$ cat config.mk
export PLATFORM = sky130hd
export DESIGN_NAME = seq_mult_sa
export DESIGN_NICKNAME = d
export VERILOG_FILES = /design/src/rtl/seq_mult_sa.sv
export SDC_FILE = /design/constraint.sdc
export NUM_CORES = 1
export LEC_CHECK = 0
export CAP_MARGIN = 20
export CORE_MARGIN = 3
export CORE_UTILIZATION = 52
export CTS_BUF_LIST = sky130_fd_sc_hd__clkbuf_8
export DETAILED_ROUTE_END_ITERATION = 10
export PLACE_DENSITY_LB_ADDON = 0.25
export REMOVE_ABC_BUFFERS = 1
export SYNTH_ARGS = -nofsm -noshare
export SYNTH_HDL_FRONTEND = slang
export SYNTH_SLANG_ARGS = --single-unit
$ cat constraint.sdc
create_clock -name clk -period 3.4 [get_ports clk]
set_input_delay 0.51 -clock clk [delete_from_list [all_inputs] [get_ports clk]]
set_output_delay 0.51 -clock clk [all_outputs]
set_load 0.02 [all_outputs]
$ cat src/rtl/seq_mult_sa.sv
// Sequential shift-add multiplier: one partial-product add/shift per clock, WIDTH+1 edges from start to done.
// Optional two's-complement mode is enabled by defining SEQ_MULT_SA_SIGNED_EN (adds the sgn input).
module seq_mult_sa #(
  parameter int WIDTH = 8
) (
  input  logic               clk,
  input  logic               reset,
  input  logic               start,
`ifdef SEQ_MULT_SA_SIGNED_EN
  input  logic               sgn,
`endif
  input  logic [WIDTH-1:0]   a,
  input  logic [WIDTH-1:0]   b,
  output logic               busy,
  output logic               done,
  output logic [2*WIDTH-1:0] p,
  output logic [1:0]         o_state
);

  localparam int CW = $clog2(WIDTH + 1);

  typedef enum logic [1:0] {
    S_IDLE = 2'd0,
    S_RUN  = 2'd1,
    S_DONE = 2'd2
  } state_t;

  state_t           r_state;
  logic             r_busy;
  logic             r_done;
  logic [WIDTH-1:0] r_m;
  logic [WIDTH-1:0] r_h;
  logic [WIDTH-1:0] r_l;
  logic [CW-1:0]    r_cnt;
  logic             r_neg;

  logic             w_neg_a;
  logic             w_neg_b;
  logic [WIDTH-1:0] w_a_mag;
  logic [WIDTH-1:0] w_b_mag;
  logic [WIDTH:0]   w_sum;
  logic [2*WIDTH-1:0] w_prod_neg;

  // Signed operands are reduced to magnitudes at load; the product is
  // negated in the final RUN cycle, so both modes share one latency.
`ifdef SEQ_MULT_SA_SIGNED_EN
  assign w_neg_a = sgn & a[WIDTH-1];
  assign w_neg_b = sgn & b[WIDTH-1];
`else
  assign w_neg_a = 1'b0;
  assign w_neg_b = 1'b0;
`endif

  assign w_a_mag    = w_neg_a ? (~a + WIDTH'(1)) : a;
  assign w_b_mag    = w_neg_b ? (~b + WIDTH'(1)) : b;
  assign w_sum      = {1'b0, r_h} + (r_l[0] ? {1'b0, r_m} : '0);
  assign w_prod_neg = ~{r_h, r_l} + (2*WIDTH)'(1);

  always_ff @(posedge clk) begin
    if (!reset) begin
      r_state <= S_IDLE;
      r_busy  <= 1'b0;
      r_done  <= 1'b0;
      r_m     <= '0;
      r_h     <= '0;
      r_l     <= '0;
      r_cnt   <= '0;
      r_neg   <= 1'b0;
    end else begin
      case (r_state)
        S_IDLE, S_DONE: begin
          r_done <= 1'b0;
          if (start) begin
            r_m     <= w_a_mag;
            r_h     <= '0;
            r_l     <= w_b_mag;
            r_cnt   <= '0;
            r_neg   <= w_neg_a ^ w_neg_b;
            r_state <= S_RUN;
            r_busy  <= 1'b1;
          end else begin
            r_state <= S_IDLE;
            r_busy  <= 1'b0;
          end
        end
        S_RUN: begin
          // After WIDTH iterations one extra cycle applies the sign and hands off to DONE.
          if (r_cnt == CW'(WIDTH)) begin
            if (r_neg) begin
              {r_h, r_l} <= w_prod_neg;
            end
            r_state <= S_DONE;
            r_busy  <= 1'b0;
            r_done  <= 1'b1;
          end else begin
            r_h   <= w_sum[WIDTH:1];
            r_l   <= {w_sum[0], r_l[WIDTH-1:1]};
            r_cnt <= r_cnt + CW'(1);
          end
        end
        default: begin
          r_state <= S_IDLE;
          r_busy  <= 1'b0;
          r_done  <= 1'b0;
        end
      endcase
    end
  end

  assign busy    = r_busy;
  assign done    = r_done;
  assign p       = {r_h, r_l};
  assign o_state = r_state;

endmodule

==> Word-level counts from Yosys, hierarchy flattened <==
Index checks and enable logic that the tools add are counted.
{ "word_totals": {"register_bits": 32, "in_bits": 19, "output_inout_bits": 20, "word_cells": 37} }
{ "classes": {"add_sub_neg": 2, "eq_ne": 6, "mux": 16, "reduce_logical": 6} }
{ "ops": {"columns": ["op", "count"], "rows": [
  ["$mux W8", 5],
  ["$pmux W8 S2", 2],
  ["$add A8 B8 Y9", 1],
  ["$mux W4", 2],
  ["$pmux W4 S2", 1],
  ["$ne A2 B2 Y1 const B", 3],
  ["$add A4 B1 Y4 const B", 1],
  ["$eq A4 B4 Y1 const B", 1],
  ["$pmux W2 S2", 1],
  ["$reduce_and A2 Y1", 2],
  ["$mux W1", 3],
  ["$reduce_and A3 Y1", 1],
  ["$eq A2 B1 Y1 const B", 1],
  ["$eq A2 B2 Y1 const B", 1],
  ["$logic_not A2 Y1", 1],
  ["$mux W2", 1],
  ["$pmux W1 S2", 1],
  ["$reduce_bool A2 Y1", 1],
  ["$reduce_or A2 Y1", 1]
]} }

==> Longest topological paths before layout <==
{ "logic_depth": {"depth_word": 4, "ltp_mapped": 9, "ltp_nobuf": 8} }

==> Least setup slack after synthesis <==
No wires, ideal clock.
{ "synth_timing": {"path_kind": "reg2reg", "startpoint": "reg r_l[0]", "endpoint": "reg r_h[5]", "arrival_ps": 1894, "required_ps": 3278, "setup_slack_ps": 1384, "stages_incl_launch_ff": 9, "path_buffers": 0, "path_cell_list": "dfxtp_1 -> and2_1 -> ha_1 -> fa_1 -> a211oi_1 -> o21bai_1 -> a21oi_1 -> xor2_1 -> o31ai_1"} }
{ "synth_between": {"elab_chain_cells": 4} }
{ "synth_lines": {"columns": ["element", "line_no", "text"], "rows": [
  ["start, declared", "33", "logic [WIDTH-1:0] r_l;"],
  ["start signal, assigned", "76", "r_l <= w_b_mag;"],
  ["start signal, assigned", "90", "{r_h, r_l} <= w_prod_neg;"],
  ["start signal, assigned", "97", "r_l <= {w_sum[0], r_l[WIDTH-1:1]};"],
  ["$mux W8", "56", "assign w_sum = {1'b0, r_h} + (r_l[0] ? {1'b0, r_m} : '0);"],
  ["$add A8 B8 Y9", "56", null],
  ["$mux W8", "88", "if (r_cnt == CW'(WIDTH)) begin"],
  ["$pmux W8 S2", "70", "case (r_state)"],
  ["end signal, assigned", "90", null],
  ["end signal, assigned", "96", "r_h <= w_sum[WIDTH:1];"],
  ["end, declared", "32", "logic [WIDTH-1:0] r_h;"]
]} }
Every way passes these cells. The select of a mux whose other input is x is not followed.
A chain may end at the register's enable or synchronous reset.

==> Final worst setup path <==
Same ends and word-level chain as after synthesis.

==> run summary <==
status - completed
number of global-route vias before repair - 1472
largest voltage drop on the vdd net - 0.0002698 V
count of cells resized by post-cts repair - 0
cell accounting for the most synthesized area - sky130_fd_sc_hd__dfxtp_1
worst slew slack as a fraction of its limit - 46.68%
hold-critical path endpoint - r_m[1]
worst setup slack before clock tree synthesis - 1.029 ns
overall overflow remaining after global route - 0
R2R Setup Slk - 1.13 ns
effective utilization at floorplan - 57.20%
sequential cell area fraction in the yosys report - 37.72%
Die H - 62.25 um
class of the tightest hold or removal check - reg -> reg
total internal power - 587.5 uW
most frequent cell after synthesis - sky130_fd_sc_hd__nand2_1
leak pwr - 0.8123 nW
EDFF count, synth - 0
antenna cells - 0
count of final max-slew check failures - 0
fraction of power consumed by sequential logic - 48.4%
layout cells sized above 1 - 8.261%
Row Count - 19
Switching Share - 28.58%
DRT antenna net count - 0
total power per unit cell area - 395.3 nW/um^2
portion of total power attributed to combinational logic - 18.6%
Iter 0 DRT Violations - 58
initial antenna violation count - 0
post-synthesis to final-layout area growth - 26.46%
proportion of netlist area held by the largest area contributor - 37.72%
CP delay by family, top - compound AO/OA/AOI/OAI gates
top area cells in the synthesized netlist - sky130_fd_sc_hd__dfxtp_1, sky130_fd_sc_hd__nand2_1, sky130_fd_sc_hd__ha_1, sky130_fd_sc_hd__a21oi_1, sky130_fd_sc_hd__nor2_1
#FFs+latches synth - 31
syn avg cell area - 8.525 um^2
GRT Overall Usage - 21.84%
Period Utilization, post-route - 66.74%
number of buffers and inverters on the critical path - 0
primary flip-flop cell chosen by synthesis mapping - sky130_fd_sc_hd__dfxtp_1
clock tree from TritonCTS - done
Critical Path Max Stage Delay - 0.44 ns
clock-pin slew reported for the worst setup and hold paths after clock tree synthesis - 0.07 ns
WL final - 3932 um
Finished Core Util - 72.34%
RSZ-0062 raised after global routing - false
pin count of the biggest net entering global routing - 28
count of endpoints failing hold in the final timing report - 0
cell at the root of the clock tree - sky130_fd_sc_hd__clkbuf_8
full die area - 3875 um^2
width of the chip - 62.25 um
Crit Reg-Reg Endpoint - r_h[5]
Gate Count Post-Synth - 193
largest driver fanout on the critical path - 10
first-pass GRT wire length - 6755 um
worst hold path stage count - 2
H-tree levels - 2
final setup violation count - 0
number of unique standard cell types used by synthesis - 41
total of hold buffers inserted after clock tree synthesis - 0
Max Buffers Root-to-Sink - 2
Critical Path Slowest Stage Cell - sky130_fd_sc_hd__fa_1
final estimated routing congestion in global placement - 0.8175
Netlist Area Pre-Place - 1645 um^2
PnR worst setup slack - 1.131 ns
Inserted Clock Buffers - 5
Async SR Flop Fraction - 0%
max-cap check violation count - 0
CP Cell Sequence - and2_1 > ha_1 > fa_1 > a211oi_1 > o21bai_1 > a21oi_1 > xor2_1 > o31ai_1
DRC violations left - 0
net count reported at finish - 259
io pins - 39
post-route clock skew - 0.006624 ns
Via density - 5.526
insertion delay to the later sink of the worst-skew pair - 0.28 ns
half-perimeter wire length after detailed placement - 2838 um
leading cell types by count after synthesis - sky130_fd_sc_hd__nand2_1, sky130_fd_sc_hd__dfxtp_1, sky130_fd_sc_hd__a21oi_1, sky130_fd_sc_hd__nor2_1, sky130_fd_sc_hd__ha_1
highest achievable clock rate - 440.7 MHz
relative contribution of the clock network to total power - 33.0%
number of setup buffers added after CTS - 0
type of element capturing the critical path - flop
beginning of the worst register-to-register path - r_l[0]
NetSw - 235.1 uW
count of warnings emitted by yosys - 0
core region area - 2877 um^2
data arrival time at the worst-slack endpoint - 2.44 ns
accumulated negative setup slack - 0 ns
count of port buffers added during placement - 38
Setup crit start kind - flop
startpoint-to-endpoint class of the critical path - reg -> reg
per-cell routed wire length - 14.46 um
endpoint required time on the critical path - 3.57 ns
DR vias - 1503
Pre-antenna DRT Iters - 4
Tmin final - 2.269 ns
number of clock sinks - 31
slew at the pin with the worst max-slew slack - 0.7948 ns
HP Start - r_m[1]
cells on worst reg2reg path - 8
layout by cell type, fill, tap and decap left out, types with 4 or more instances in the layout:
cell type | netlist | final
sky130_fd_sc_hd__clkbuf_8 | 1 | 5
sky130_fd_sc_hd__nand2_1 | 41 | 41
sky130_fd_sc_hd__ha_1 | 10 | 10
sky130_fd_sc_hd__and2_1 | 9 | 9
sky130_fd_sc_hd__xor2_1 | 4 | 4
sky130_fd_sc_hd__nand3_1 | 8 | 8
sky130_fd_sc_hd__nor2_1 | 16 | 16
sky130_fd_sc_hd__dfxtp_1 | 31 | 31
sky130_fd_sc_hd__inv_1 | 2 | 4
sky130_fd_sc_hd__a21oi_1 | 20 | 20
sky130_fd_sc_hd__clkdlybuf4s50_1 | 0 | 38
sky130_fd_sc_hd__a311oi_1 | 6 | 6
sky130_fd_sc_hd__o21ai_0 | 4 | 4
state kept, by name, indices dropped and copies added, names as in the netlist:
| name | flops |
|---|---|
| r_cnt | 4 |
| r_l | 8 |
| r_h | 8 |
| done | 1 |
| o_state | 2 |
| r_m | 8 |
metrics by stage:
stage          instance area [um^2]  hold slack (ns)  total power [mW]  instances
4_1_cts                        2081           0.4544            0.8277        272
6_report                       2081           0.4493            0.8226        272
3_3_place_gp                   1999           0.4397            0.5520        264
2_1_floorplan                  1559           0.4317            0.4877        183
5_1_grt                        2081           0.4814            0.8660        272
3_5_place_dp                   1999           0.4459            0.5573        264
tightest hold or removal path, stage by stage, from the launching register on:
cell and delay (ns):
sky130_fd_sc_hd__dfxtp_1 0.30, sky130_fd_sc_hd__nand2_1 0.05, sky130_fd_sc_hd__a21oi_1 0.05
layer usage:
metal,track usage (%),up-vias,share of wire (%)
met5,0,-,0
met4,10.74,0,2.4
met3,4.685,10,6.0
met2,36.16,53,49
met1,26.85,706,43
li1,-,734,-
power groups by stage:
| stage | clock network, mW | registers (mW) | logic, mW |
|---|---|---|---|
| 2_1_floorplan | 0 | 0.419 | 0.0684 |
| 4_1_cts | 0.277 | 0.398 | 0.152 |
| 3_3_place_gp | 0 | 0.405 | 0.147 |
| 6_report | 0.272 | 0.398 | 0.153 |
| 5_1_grt | 0.299 | 0.401 | 0.165 |
| 3_5_place_dp | 0 | 0.406 | 0.151 |
kinds of logic after synthesis:
kind of cell,count (synthesis),share of synthesized area [%]
simple gates,91,27.76
compound gates,41,16.58
flops,31,37.72
buf+inv,13,5.931
fa+ha+maj,11,8.821
xor+xnor,6,3.194
cell type report:
class	instances	area, um^2
Clock buffer	5	68.82
Clock inverter	3	12.51
Fill cell	235	795.8
Inverter	3	11.26
Multi-Input combinational cell	149	927.1
Sequential cell	31	620.6
Tap cell	42	52.55
Timing Repair Buffer	39	387.9
worst max-delay path by stage:
stage	from	end	slack [ns]	cells after the start
floorplan	r_l[0]	r_h[5]	1.37	8
global placement	reset	r_l[1]	1.13	3
detailed placement	reset	r_l[0]	1.03	3
CTS	r_l[0]	r_h[5]	1.14	8
global route	r_l[0]	r_h[5]	1.01	8
finish	r_l[0]	r_h[5]	1.13	8
Power figures use the tool's default switching activity.
